===== config.mk =====
export PLATFORM = sky130hd
export DESIGN_NAME = mem_port_arbiter
export DESIGN_NICKNAME = d
export VERILOG_FILES = /design/src/rtl/mem_port_arbiter.sv
export SDC_FILE = /design/constraint.sdc
export NUM_CORES = 1
export LEC_CHECK = 0
export CAP_MARGIN = 25
export CORE_AREA = 2 2 107 109
export CTS_CLUSTER_DIAMETER = 150
export DETAILED_ROUTE_END_ITERATION = 10
export DIE_AREA = 0 0 109 111
export GPL_ROUTABILITY_DRIVEN = 0
export MAX_ROUTING_LAYER = met4
export PLACE_DENSITY_LB_ADDON = 0.3
export SETUP_SLACK_MARGIN = 0.15
export SYNTH_ARGS = -nofsm -noshare
export SYNTH_HDL_FRONTEND = slang
export SYNTH_SLANG_ARGS = --single-unit

===== constraint.sdc =====
create_clock -name clk_i -period 1.4 [get_ports clk_i]
set_input_delay 0.21 -clock clk_i [delete_from_list [all_inputs] [get_ports clk_i]]
set_output_delay 0.21 -clock clk_i [all_outputs]
set_load 0.02 [all_outputs]

===== src/rtl/mem_port_arbiter.sv =====
// Shares one single-ported fixed-latency memory between instruction fetch (IF) and load/store (D).
// Latency: grant is combinational in the issue cycle; response arrives MEM_LAT cycles after issue.
// Backpressure: one access in flight; requests seen while busy are held off (no gnt) until idle.
//
// Ports:
//   clk_i, rst_i                         clock (rising edge), asynchronous active-high reset
//   if_req_i/if_addr_i                   fetch request, held stable until if_gnt_o
//   if_gnt_o/if_rvalid_o/if_rdata_o      fetch accept, response pulse and data (0 when idle)
//   d_req_i/d_we_i/d_be_i/d_addr_i/
//   d_wdata_i                            load/store request, held stable until d_gnt_o
//   d_gnt_o/d_rvalid_o/d_rdata_o         load/store accept, response pulse, load data (0 for stores)
//   mem_req_o/mem_we_o/mem_be_o/
//   mem_addr_o/mem_wdata_o               memory strobe and command, driven in the issue cycle only
//   mem_rdata_i                          memory read data, valid MEM_LAT cycles after issue
module mem_port_arbiter #(
    parameter int XLEN       = 32,
    parameter int ADDR_W     = 32,
    parameter int MEM_LAT    = 2,
    parameter int STARVE_MAX = 4
) (
    input  logic                 clk_i,
    input  logic                 rst_i,

    input  logic                 if_req_i,
    input  logic [ADDR_W-1:0]    if_addr_i,
    output logic                 if_gnt_o,
    output logic                 if_rvalid_o,
    output logic [XLEN-1:0]      if_rdata_o,

    input  logic                 d_req_i,
    input  logic                 d_we_i,
    input  logic [XLEN/8-1:0]    d_be_i,
    input  logic [ADDR_W-1:0]    d_addr_i,
    input  logic [XLEN-1:0]      d_wdata_i,
    output logic                 d_gnt_o,
    output logic                 d_rvalid_o,
    output logic [XLEN-1:0]      d_rdata_o,

    output logic                 mem_req_o,
    output logic                 mem_we_o,
    output logic [XLEN/8-1:0]    mem_be_o,
    output logic [ADDR_W-1:0]    mem_addr_o,
    output logic [XLEN-1:0]      mem_wdata_o,
    input  logic [XLEN-1:0]      mem_rdata_i
);

    localparam int BE_W  = XLEN / 8;
    localparam int LAT_W = $clog2(MEM_LAT + 1);
    localparam int STV_W = $clog2(STARVE_MAX + 1);

    localparam logic [LAT_W-1:0] LAT_DONE   = LAT_W'(MEM_LAT);
    localparam logic [LAT_W-1:0] LAT_FIRST  = LAT_W'(1);
    localparam logic [STV_W-1:0] STARVE_TOP = STV_W'(STARVE_MAX);
    localparam logic [STV_W-1:0] STARVE_ONE = STV_W'(1);

    typedef enum logic {
        ST_IDLE = 1'b0,
        ST_BUSY = 1'b1
    } state_t;

    // ------------------------------------------------------------------
    // State
    // ------------------------------------------------------------------
    state_t             state_q,     state_d;
    logic [LAT_W-1:0]   lat_q,       lat_d;        // cycles elapsed since issue
    logic [STV_W-1:0]   starve_q,    starve_d;     // consecutive D wins over a waiting IF
    logic               own_dside_q, own_dside_d;  // in-flight access belongs to D
    logic               we_q,        we_d;         // in-flight access is a store
    logic               ready_q;                   // low during reset and the cycle after release

    // ------------------------------------------------------------------
    // Arbitration and response decode
    // ------------------------------------------------------------------
    logic can_issue;
    logic if_wins;
    logic gnt_if;
    logic gnt_d;
    logic issue;
    logic rsp_vld;

    always_comb begin
        can_issue = ready_q && (state_q == ST_IDLE);
        // D normally wins; a fetch that has been passed over STARVE_MAX times takes the slot.
        if_wins   = if_req_i && (!d_req_i || (starve_q == STARVE_TOP));
        gnt_if    = can_issue && if_wins;
        gnt_d     = can_issue && d_req_i && !if_wins;
        issue     = gnt_if || gnt_d;
        rsp_vld   = (state_q == ST_BUSY) && (lat_q == LAT_DONE);
    end

    // ------------------------------------------------------------------
    // Next-state logic
    // ------------------------------------------------------------------
    always_comb begin
        state_d     = state_q;
        lat_d       = lat_q;
        starve_d    = starve_q;
        own_dside_d = own_dside_q;
        we_d        = we_q;

        unique case (state_q)
            ST_IDLE: begin
                if (issue) begin
                    state_d     = ST_BUSY;
                    lat_d       = LAT_FIRST;
                    own_dside_d = gnt_d;
                    we_d        = gnt_d && d_we_i;
                end
                if (gnt_if) begin
                    starve_d = '0;
                end else if (gnt_d) begin
                    if (!if_req_i) begin
                        starve_d = '0;
                    end else if (starve_q != STARVE_TOP) begin
                        starve_d = starve_q + STARVE_ONE;
                    end
                end
            end
            ST_BUSY: begin
                if (rsp_vld) begin
                    state_d = ST_IDLE;
                    lat_d   = '0;
                end else begin
                    lat_d   = lat_q + LAT_FIRST;
                end
            end
            default: begin
                state_d = ST_IDLE;
                lat_d   = '0;
            end
        endcase
    end

    // ------------------------------------------------------------------
    // Registers (async reset drops any in-flight access)
    // ------------------------------------------------------------------
    always_ff @(posedge clk_i or posedge rst_i) begin
        if (rst_i) begin
            state_q     <= ST_IDLE;
            lat_q       <= '0;
            starve_q    <= '0;
            own_dside_q <= 1'b0;
            we_q        <= 1'b0;
            ready_q     <= 1'b0;
        end else begin
            state_q     <= state_d;
            lat_q       <= lat_d;
            starve_q    <= starve_d;
            own_dside_q <= own_dside_d;
            we_q        <= we_d;
            ready_q     <= 1'b1;
        end
    end

    // ------------------------------------------------------------------
    // Outputs
    // ------------------------------------------------------------------
    always_comb begin
        if_gnt_o    = gnt_if;
        d_gnt_o     = gnt_d;

        mem_req_o   = issue;
        mem_we_o    = gnt_d && d_we_i;
        mem_be_o    = '0;
        mem_addr_o  = '0;
        mem_wdata_o = '0;
        if (gnt_d) begin
            mem_be_o    = d_be_i;
            mem_addr_o  = d_addr_i;
            mem_wdata_o = d_wdata_i;
        end else if (gnt_if) begin
            // Fetches are always full-word reads.
            mem_be_o    = {BE_W{1'b1}};
            mem_addr_o  = if_addr_i;
        end

        if_rvalid_o = rsp_vld && !own_dside_q;
        d_rvalid_o  = rsp_vld && own_dside_q;
        if_rdata_o  = if_rvalid_o ? mem_rdata_i : '0;
        // A store's completion pulse carries no data.
        d_rdata_o   = (d_rvalid_o && !we_q) ? mem_rdata_i : '0;
    end

    // ------------------------------------------------------------------
    // Protocol properties
    // ------------------------------------------------------------------
    a_gnt_onehot: assert property (@(posedge clk_i) disable iff (rst_i)
        !(if_gnt_o && d_gnt_o));

    a_gnt_idle_only: assert property (@(posedge clk_i) disable iff (rst_i)
        (if_gnt_o || d_gnt_o) |-> (state_q == ST_IDLE));

    a_rsp_onehot: assert property (@(posedge clk_i) disable iff (rst_i)
        !(if_rvalid_o && d_rvalid_o));

endmodule


Word-level counts from Yosys, hierarchy flattened
Cells that the tools add are included.
{"block": "word_totals", "register_bits": 9, "inputBits": 137, "out_inout_bits": 138, "word_cells": 50}
{"block": "op_classes", "n_addsub": 2, "eq_ne": 5, "mux": 17, "n_bitwise": 1, "reduce_logical": 19}
{"op": "$mux W32", "count": 5}
{"op": "$mux W3", "count": 4}
{"op": "$logic_and A1 B1 Y1", "count": 10}
{"op": "$mux W4", "count": 2}
{"op": "$logic_not A1 Y1", "count": 4}
{"op": "$mux W2", "count": 2}
{"op": "$pmux W2 S2", "count": 1}
{"op": "$add A3 B1 Y3 const B", "count": 1}
{"op": "$eq A3 B3 Y1 const B", "count": 1}
{"op": "$ne A3 B1 Y1 const B", "count": 1}
{"op": "$ne A3 B3 Y1 const B", "count": 1}
{"op": "$reduce_and A3 Y1", "count": 1}
{"op": "$add A2 B1 Y2 const B", "count": 1}
{"op": "$eq A2 B2 Y1 const B", "count": 1}
{"op": "$logic_or A1 B1 Y1", "count": 2}
{"op": "$mux W1", "count": 2}
{"op": "$ne A2 B2 Y1 const B", "count": 1}
{"op": "$pmux W1 S2", "count": 1}
{"op": "$reduce_and A2 Y1", "count": 1}
{"op": "$reduce_bool A2 Y1", "count": 1}
{"op": "$not A1 Y1", "count": 1}

Logic depth before layout (Yosys ltp)
{"block": "logic_depth", "ltp_word": 8, "ltp_mapped": 7}

Worst setup path before layout
OpenSTA, ideal clock, no wires.
{"block": "synth_timing", "kind": "register to output", "startpoint": "register starve_q[0]", "endpoint": "output port mem_addr_o[26]", "arrival_time_ns": 1.426, "t_required_ns": 1.190, "path_slack_ns": -0.236, "stages_incl_launch_ff": 7, "path_buffers": 1, "cell_sequence": "dfrtp_1 inv_1 ha_1 nand2_1 a21oi_4 buf_6 a22o_1"}
{"block": "synth_via", "elab_chain_len": 6}
{"element": "start: declaration", "line_no": "66", "rtl": "logic [STV_W-1:0] starve_q, starve_d;"}
{"element": "start signal: assignment", "line_no": "148", "rtl": "starve_q <= starve_d;"}
{"element": "$eq A3 B3 Y1", "line_no": "84", "rtl": "if_wins = if_req_i && (!d_req_i || (starve_q == STARVE_TOP));"}
{"element": "$logic_or A1 B1 Y1", "line_no": "84"}
{"element": "$logic_and A1 B1 Y1", "line_no": "84"}
{"element": "$logic_and A1 B1 Y1", "line_no": "85", "rtl": "gnt_if = can_issue && if_wins;"}
{"element": "via if_gnt_o", "line_no": "26", "rtl": "output logic if_gnt_o,"}
{"element": "$mux W32", "line_no": "171", "rtl": "end else if (gnt_if) begin"}
{"element": "$mux W32", "line_no": "167", "rtl": "if (gnt_d) begin"}
{"element": "end: declaration", "line_no": "42", "rtl": "output logic [ADDR_W-1:0] mem_addr_o,"}
The timed path passes the listed nets, and every way through them passes these cells.

Worst setup path after layout
{"block": "layout_timing", "startpoint": "register starve_q[1]", "endpoint": "output port mem_addr_o[3]"}
{"block": "layout_via", "elab_chain_len": 6}
{"element": "$eq A3 B3 Y1 (*)", "line_no": "84"}
{"element": "$logic_or A1 B1 Y1 (*)", "line_no": "84"}
{"element": "$logic_and A1 B1 Y1 (*)", "line_no": "84"}
{"element": "$logic_and A1 B1 Y1 or $logic_not A1 Y1 (tied branches)", "line_no": "85, 86"}
{"element": "$mux W32 or $logic_and A1 B1 Y1 (tied branches)", "line_no": "171, 86"}
{"element": "$mux W32 (*)", "line_no": "167"}
Every way passes the cells marked *; elsewhere a longest branch is shown, timed or not.

==> out/summary.md <==
### Drt
• **uppermost layer routed** met4
• **met1 WL** 3370 µm
• **length of routed met2 wiring** 6370 µm
• **routed via count** 2,776
• **first-pass iteration count of the detailed router** 3
• **DR DRC count** 0
• **WL final** 11,000 µm
• **average wire per standard cell** 16.6 µm
• **average via count per standard cell** 4.17
• **antenna-violating nets left** 0
• **DRT iter0 DRCs** 41
• **met3 routed WL** 1200 µm

### Global routing
• **maximum number of pins on one net before global-route repair** 36
• **wire length of the first global-routing pass** 15,300 µm
• **vias in the first global route** 2,880
• **antenna violations before repair** 1
• **remaining global-route overflow** 0
• **global routing usage summed across all routing layers** 16.9%

### STA
• **Hold WS** 0.257 ns
• **Post-Route Skew** 0.000788 ns
• **min setup slack post-route** -0.592 ns
• **final setup violation count** 139
• **Max Clk Rate** 502 MHz
• **Period Utilization, post-route** 142%
• **setup repair after global routing missed its margin** yes
• **number of hold-slack violations in the final timing report** 0
• **final max-slew violation count** 0
• **post-route minimum period** 1.99 ns

### Setup path
• **Worst Setup End Kind** output pin
• **kind of launch point of the worst setup path** flip-flop
• **Crit Path Max Fanout** 9
• **data required time of the critical path** 1.19 ns
• **critical setup path kind** flip-flop to output pin
• **CP Data Arrival Time** 1.78 ns

### CTS
• **CTS tree** built
• **Clock Pin Slew Worst Setup and Hold Paths** 0.04 ns
• **worst-case clock buffer depth** 2
• **deepest level of the CTS H-tree** 1
• **number of clock sinks** 9
• **root buf cell** sky130_fd_sc_hd__clkbuf_16
• **insertion delay to the later sink of the worst-skew pair** 0.23 ns
• **TritonCTS buffer count** 3

### Synthesis
• **Syn Inst Count** 198
• **top area cells in the synthesized netlist** sky130_fd_sc_hd__and2_1 40%, sky130_fd_sc_hd__a22o_1 19%, sky130_fd_sc_hd__dfrtp_1 15%
• **number of warnings issued by yosys** 0
• **total nets after synthesis** 337
• **FF+latch count, synth** 9
• **post-synthesis cell type count** 28
• **Mapped Avg Cell Area** 7.70 µm²
• **synthesized cell area** 0.00152 mm²
• **area share of the largest cell type after synthesis** 39.8%
• **post-synthesis cell type with the largest combined area** sky130_fd_sc_hd__and2_1
• **sequential-to-total area share from yosys stat** 14.8%

### Flow run
• **Max Cap Violations** 0

### Pwr
• **power per standard cell area** 906 mW/mm²
• **leakage** 2.84 nW
• **IR drop worst, VDD** 0.603 mV

### Floorplan
• **die area** 0.0121 mm²
• **die height** 111 µm
• **num ports** 275
• **die width** 109 µm
• **number of standard-cell rows in the floorplan** 39
• **starting density of the core** 13.8%
• **area of the core** 0.0111 mm²

### Cells and area
• **number of filler instances in the final layout** 987
• **share of cells above drive strength 1** 68.0%
• **Design Area, Final** 0.00597 mm²
• **final-stage net count** 662
• **layout overhead on the synthesized area** 291%
• **commonest non-fill, non-tap cells in the layout** 134 x sky130_fd_sc_hd__clkdlybuf4s50_1, 134 x sky130_fd_sc_hd__buf_6, 96 x sky130_fd_sc_hd__and2_4, 47 x sky130_fd_sc_hd__buf_4, 30 x sky130_fd_sc_hd__a22o_4

### Status
• **outcome** finished, violations left
• **violated checks** setup timing

### Min path
• **Hold/Removal Path Class** input port to async pin

### Place
• **area after detailed placement** 0.00507 mm²
• **Placement Setup Slack** -0.834 ns
• **number of buffers inserted by port buffering** 274
• **half-perimeter wire length after placement** 8320 µm

==> where the power goes <==
part | internal (mW) | total, mW | switching (mW)
combinational | 2.63 | 4.39 | 1.76
sequential | 0.377 | 0.506 | 0.130
clock | 0.381 | 0.509 | 0.128
==> cell usage after synthesis (all sizes together) <==
library cell  number
and2              97
a22o              33
buf               13
dfrtp              9
nand2              7
inv                6
a21o               5
clkbuf             5
o22ai              3
ha                 2
mux2i              2
nand2b             2
nor2               2
nor3b              2
a21oi              1
a31oi              1
and3               1
conb               1
nand3              1
nand3b             1
nand4              1
nor2b              1
nor3               1
o21ai              1
==> path summary, 6_finish.rpt <==
| check | start | slack [ns] | to | depth (start not counted) |
|---|---|---|---|---|
| max | starve_q[1]$_DFFE_PP0P_ | -0.59 | mem_addr_o[3] | 7 |
| min | rst_i | 0.26 | we_q$_DFFE_PP0P_ | 2 |
| max reg2reg | starve_q[1]$_DFFE_PP0P_ | -0.03 | we_q$_DFFE_PP0P_ | 7 |
| min reg2reg | we_q$_DFFE_PP0P_ | 0.57 | we_q$_DFFE_PP0P_ | 1 |
| max in group asynchronous | rst_i | 0.85 | state_q$_DFF_PP0_ | 2 |
| min in group clk_i | if_req_i | 0.57 | starve_q[2]$_DFFE_PP0P_ | 4 |
==> cells by family after synthesis <==
logic type	synth area share (%)
AO/OA/AOI/OAI	24.5
adder cells (fa/ha/maj)	1.64
buffers and inverters	10.5
flip-flops	14.8
multiplexers	1.31
other	0.246
AND/OR/NAND/NOR	47.0
==> flip-flops by register name, summed over array words and instances (netlist names) <==
signal	count
state_q	1
own_dside_q	1
we_q	1
starve_q	3
ready_q	1
lat_q	2
==> per-layer routing <==
| metal | vias to the layer above | global-route usage (%) |
|---|---|---|
| li1 | 1316 | - |
| met1 | 1280 | 14.4 |
| met2 | 172 | 35.3 |
| met3 | 8 | 4.70 |
| met4 | 0 | 2.65 |
| met5 | - | - |
==> metrics by stage <==
step	total power, mW	TNS, ns	std cells	util, %
after global placement	3.83	-93.39	619	45.7
after floorplan	2.37	-7.36	198	-
after CTS	5.02	-61.43	654	50.9
after detailed placement	3.88	-94.46	619	45.7
after global routing	5.68	-67.92	666	53.9
final	5.41	-59.47	666	53.9
==> cell type report <==
| cell class | instances | area (µm²) | share of cell area (%) |
|---|---|---|---|
| repair buffers | 338 | 3690 | 61.9 |
| diodes | 1 | 2.50 | 0.0419 |
| inverters | 6 | 25.0 | 0.419 |
| flip-flops and latches | 9 | 226 | 3.80 |
| well taps | 143 | 179 | 3.00 |
| clock buffers | 4 | 78.8 | 1.32 |
| multi-input cells | 165 | 1760 | 29.5 |
==> repair_timing <==
action	in CTS	in global routing
resized for setup	709	149
pin swaps	7	19
setup endpoints to repair	146	144
cloned	9	1
hold buffers	0	0
buffers inserted	22	10
==> worst max-delay path, stage by stage, from the launching register on <==
cell	delay [ns]
sky130_fd_sc_hd__dfrtp_1	0.38
sky130_fd_sc_hd__inv_2	0.08
sky130_fd_sc_hd__ha_4	0.16
sky130_fd_sc_hd__nand3_2	0.05
sky130_fd_sc_hd__and3_4	0.19
sky130_fd_sc_hd__bufbuf_16	0.29
sky130_fd_sc_hd__a22o_4	0.24
sky130_fd_sc_hd__buf_4	0.15
Note: power is estimated with default switching activity, not from simulation.
